--- config.mk ---
export PLATFORM = sky130hd
export DESIGN_NAME = uart_tx
export DESIGN_NICKNAME = d
export VERILOG_FILES = /design/src/rtl/uart_tx.sv
export SDC_FILE = /design/constraint.sdc
export NUM_CORES = 1
export LEC_CHECK = 0
export ABC_AREA = 1
export CAP_MARGIN = 20
export CORE_UTILIZATION = 45
export DETAILED_ROUTE_END_ITERATION = 6
export PLACE_DENSITY = 0.78
export SETUP_SLACK_MARGIN = 0.1
export SYNTH_ARGS = -nofsm -noshare
export SYNTH_HDL_FRONTEND = slang
export SYNTH_SLANG_ARGS = --single-unit
export TNS_END_PERCENT = 50
--- constraint.sdc ---
create_clock -name clk -period 1.6 [get_ports clk]
set_clock_uncertainty 0.2 [all_clocks]
set_input_delay 0.24 -clock clk [delete_from_list [all_inputs] [get_ports clk]]
set_output_delay 0.24 -clock clk [all_outputs]
set_load 0.02 [all_outputs]
--- src/rtl/uart_tx.sv ---
// uart_tx: UART transmitter. Serialises one byte per request into an
// asynchronous frame: start bit, DBIT data bits LSB first, optional parity
// bit, then the stop period. Each bit is 16 s_tick strobes wide. The stop
// period is SB_TICK strobes wide. The block never counts raw clocks.
//
// Optional feature: define UART_TX_PARITY_EN to add a parity bit after the
// data bits. The parity bit is even parity over din[DBIT-1:0]. It is inverted
// when parity_odd is 1. Both din and parity_odd are sampled when the request
// is accepted.
//
// Ports:
//   clk          system clock, rising edge
//   reset        asynchronous, active-high reset
//   tx_start     one-cycle send request, honoured only in IDLE
//   s_tick       16x baud strobe from the baud counter
//   din          byte to send; bits [DBIT-1:0] are used
//   parity_odd   (UART_TX_PARITY_EN only) invert the parity bit
//   tx_busy      high while a frame is in progress
//   tx_done_tick one-cycle pulse when the frame completes
//   tx           registered serial line, idles high
module uart_tx #(
    parameter int DBIT    = 8,
    parameter int SB_TICK = 16
) (
    input  logic       clk,
    input  logic       reset,
    input  logic       tx_start,
    input  logic       s_tick,
    input  logic [7:0] din,
`ifdef UART_TX_PARITY_EN
    input  logic       parity_odd,
`endif
    output logic       tx_busy,
    output logic       tx_done_tick,
    output logic       tx
);
    // The tick counter must reach SB_TICK-1 in the stop state.
    localparam int SW = (SB_TICK > 16) ? 5 : 4;

    typedef enum logic [2:0] {IDLE, START, DATA, PARITY, STOP} state_t;

    state_t          state, state_next;
    logic [SW-1:0]   s, s_next;
    logic [2:0]      n, n_next;
    logic [DBIT-1:0] b, b_next;
    logic            tx_reg, tx_next;
    logic            done_next;
`ifdef UART_TX_PARITY_EN
    logic            p, p_next;
`endif

    always_comb begin
        state_next = state;
        s_next     = s;
        n_next     = n;
        b_next     = b;
        done_next  = 1'b0;
`ifdef UART_TX_PARITY_EN
        p_next     = p;
`endif
        case (state)
            IDLE: begin
                if (tx_start) begin
                    b_next     = din[DBIT-1:0];
                    s_next     = '0;
                    state_next = START;
`ifdef UART_TX_PARITY_EN
                    p_next     = (^din[DBIT-1:0]) ^ parity_odd;
`endif
                end
            end
            START: begin
                if (s_tick) begin
                    if (s == SW'(15)) begin
                        s_next     = '0;
                        n_next     = '0;
                        state_next = DATA;
                    end else begin
                        s_next = s + 1'b1;
                    end
                end
            end
            DATA: begin
                if (s_tick) begin
                    if (s == SW'(15)) begin
                        s_next = '0;
                        b_next = b >> 1;
                        if (n == 3'(DBIT - 1)) begin
`ifdef UART_TX_PARITY_EN
                            state_next = PARITY;
`else
                            state_next = STOP;
`endif
                        end else begin
                            n_next = n + 1'b1;
                        end
                    end else begin
                        s_next = s + 1'b1;
                    end
                end
            end
`ifdef UART_TX_PARITY_EN
            PARITY: begin
                if (s_tick) begin
                    if (s == SW'(15)) begin
                        s_next     = '0;
                        state_next = STOP;
                    end else begin
                        s_next = s + 1'b1;
                    end
                end
            end
`endif
            STOP: begin
                if (s_tick) begin
                    if (s == SW'(SB_TICK - 1)) begin
                        state_next = IDLE;
                        done_next  = 1'b1;
                    end else begin
                        s_next = s + 1'b1;
                    end
                end
            end
            default: state_next = IDLE;
        endcase
    end

    // The pin level is derived from the next state so that it can be
    // registered. As a result tx changes on the same edge as the state.
    always_comb begin
        tx_next = 1'b1;
        case (state_next)
            START:   tx_next = 1'b0;
            DATA:    tx_next = b_next[0];
`ifdef UART_TX_PARITY_EN
            PARITY:  tx_next = p_next;
`endif
            default: tx_next = 1'b1;
        endcase
    end

    always_ff @(posedge clk or posedge reset) begin
        if (reset) begin
            state        <= IDLE;
            s            <= '0;
            n            <= '0;
            b            <= '0;
            tx_reg       <= 1'b1;
            tx_busy      <= 1'b0;
            tx_done_tick <= 1'b0;
`ifdef UART_TX_PARITY_EN
            p            <= 1'b0;
`endif
        end else begin
            state        <= state_next;
            s            <= s_next;
            n            <= n_next;
            b            <= b_next;
            tx_reg       <= tx_next;
            tx_busy      <= (state_next != IDLE);
            tx_done_tick <= done_next;
`ifdef UART_TX_PARITY_EN
            p            <= p_next;
`endif
        end
    end

    assign tx = tx_reg;

endmodule

==> key figures <==
Status
  • Outcome: completed

Yosys
  • Distinct cells, synth: 27
  • Post-synthesis sequential area ratio: 44.3%
  • FF+latch count, synth: 21
  • Cells after synthesis: 145
  • Cell taking the most area after synthesis: dfrtp_1
  • Synth Cell Area: 1190 um^2
  • Syn. warnings: 0
  • Syn Nets: 160
  • Synth top area cells: dfrtp_1 (42%), nand2_1 (17%), nand3_1 (6.7%)
  • Synth top area share: 42.1%
  • Synthesized area per cell: 8.20 um^2

Setup path
  • Crit path max fanout: 4
  • WP data arrival: 1.52 ns
  • Bufs and invs on worst path: 2
  • Type of origin of the critical path: register
  • Worst path cell trace: buf_4 -> nand3_4 -> nand2_2 -> buf_4 -> nand2_1 -> nand2_1 -> nand3_1 -> nand2_1
  • Critical-path top delay cell: dfrtp_2
  • Crit path top cell by count: nand2_1
  • CP Data Required Time: 1.60 ns
  • Critical Path Sink Type: register
  • Setup CP Type: register to register
  • Slack of the worst reg-to-reg path: 0.08 ns
  • CP delay by family, top: flip-flops
  • Slowest cell delay on critical path: 0.47 ns

Clock tree
  • Cts bufs inserted: 3
  • Total clock sinks: 21
  • Worst skew pair latency: 0.30 ns
  • TritonCTS clock tree: done
  • Root Buffer: clkbuf_4
  • Clock slew at reported path FFs: 0.11 ns
  • Clock Path Buffers: 2
  • Htree depth: 1

Finish
  • Final Util: 66.7%
  • Max FFs per register: 8
  • Antenna diodes: 0
  • Top Registers: b: 8 flops, s: 4 flops
  • Most frequent cells in the layout: nand2_1 (48), dfrtp_1 (17), nand3_1 (12), buf_4 (12), clkdlybuf4s50_1 (11)
  • Commonest non-fill, non-tap cell in the layout: nand2_1
  • Design Area, Final: 1650 um^2
  • Storage element area: 531 um^2
  • Area Overhead vs Synth: 38.9%
  • Layout cell share with drive strength beyond 1: 34.1%
  • Nets@finish: 195
  • Fill count: 202
  • Area of the multi-input gates: 698 um^2
  • Top reg by flops: b

STA
  • Worst setup slack after layout: 0.0798 ns
  • Post-layout minimum cycle time: 1.52 ns
  • Final period utilization: 95.0%
  • RSZ-0062 raised after global routing: yes
  • Final Hold Fails: 0
  • Max Fclk: 658 MHz
  • Slew Viols, Final: 0
  • Worst slew margin: 79.3%
  • Setup Viol. Count Final: 0
  • Worst-Margin Slew: 0.311 ns

GRT
  • Largest net degree at the start of global routing: 16
  • First-pass GRT wire length: 3890 um
  • Initial antenna violation count: 0
  • Vias in the first global route: 998
  • Total Routing Usage GR: 18.9%
  • GR Overflow Total: 0

Place
  • Port bufs: 14
  • Routability Congestion: 0.866
  • Pre-CTS setup slack: -0.127 ns
  • Placed cell areas: 1430 um^2
  • Final HPWL DP: 1760 um

Drt
  • Post-route DRC: 0
  • First-pass iteration count of the detailed router: 4
  • Final ANT Viol Nets: 0
  • Vias/cell: 5.02
  • Via count: 1,049
  • Routed wire length: 2420 um
  • Iter 0 DRT Violations: 22
  • Routed len/inst: 11.6 um

Job
  • Count of max-cap constraint violations: 0

Power and ir drop
  • Combinational fraction of design power: 47.0%
  • Clock share of power: 11.9%
  • P_sw: 810 uW
  • Net Sw Frac: 38.6%
  • Internal: 1290 uW
  • Power Dens Cells: 1270 nW/um^2
  • Static leakage: 0.000876 uW
  • Max VDD drop: 0.840 mV
  • Flop pwr share: 41.0%

Worst hold path
  • Hold crit path type: input port to register

Die
  • Area of the core: 2480 um^2
  • Chip Height: 53.4 um
  • Initial Utilization: 48.0%
  • Std cell rows: 18
  • Die boundary width: 53.4 um
  • I/O pin count: 15
  • Die Area: 2850 um^2
[cell usage after synthesis (all sizes together)]
cell    instances
dfrtp          20
a21o            1
nand3b          1
ha              3
inv            16
a22oi           3
or2             1
xor2            2
a21oi           1
nor2           12
dfstp           1
o22ai           1
nand2          61
o21ai           2
clkinv          1
nand3          17
nand4           2
[power by group through the flow]
stage	Sequential, uW	Combinational [uW]	Clock (uW)
2_1_floorplan	872	525	0
3_3_place_gp	854	745	0
3_5_place_dp	863	784	0
4_1_cts	855	852	262
5_1_grt	882	1110	273
6_report	862	988	251
[worst register-to-register path, delay by kind of cell, from the launching register on]
| family | cells | cell delay (ns) |
|---|---|---|
| and+or+nand+nor | 6 | 0.45 |
| DFF | 1 | 0.47 |
| buffers and inverters | 2 | 0.31 |
[metal layers]
metal	vias to the layer above	part of all wire [%]	track usage (%)
met1	493	42	20.4
met3	4	2.4	1.72
met5	-	0	0
met4	0	0.95	7.89
met2	19	54	36.7
li1	533	-	-
[path summary, 6_finish.rpt]
path,startpoint,endpoint,depth (start not counted)
hold reg to reg,b[7]$_DFFE_PP0P_,b[7]$_DFFE_PP0P_,2
hold / removal,din[7],b[7]$_DFFE_PP0P_,3
setup reg to reg,state[0]$_DFF_PP0_,s[1]$_DFFE_PP0P_,8
max in group asynchronous,reset,tx$_DFF_PP1_,4
min in group asynchronous,reset,b[7]$_DFFE_PP0P_,3
setup / recovery,state[0]$_DFF_PP0_,s[1]$_DFFE_PP0P_,8
[repair_timing]
| item | in CTS | in global routing |
|---|---|---|
| resized for setup | 13 | 22 |
| setup buffers | 4 | 5 |
| pin swaps | 9 | 9 |
| hold endpoints to repair | 6 | 0 |
| hold buffers | 1 | 0 |
| setup endpoints to repair | 19 | 17 |
[final cells by class]
class                      instances  area share (%)
multi-input combinational        107            42.3
sequential                        21            32.1
clock buffer                       4            1.59
timing repair buffer              30            17.2
inverter                          17            4.55
tap                               30            2.27
[cells by family (layout without fill, tap and decap cells)]
kind of cell,count (synthesis),in the layout,synth area share [%]
and+or+nand+nor,94,94,40.2
AOI/OAI and AO/OA,8,8,4.74
buffers and inverters,17,51,6.11
xor gates and xnor gates,2,2,1.47
adders and majority gates,3,3,3.16
DFF,21,21,44.3
[metrics by stage]
step / instances / TNS (ns) / hold WS, ns / power [uW]
final: 209 / 0 / 0.280 / 2100
after global routing: 209 / 0 / 0.298 / 2270
after CTS: 204 / 0 / 0.262 / 1970
after floorplan: 145 / 0 / 0.0158 / 1400
after detailed placement: 195 / -1.46 / 0.265 / 1650
after global placement: 195 / -1.06 / 0.257 / 1600
(Power assumes the default switching activity.)
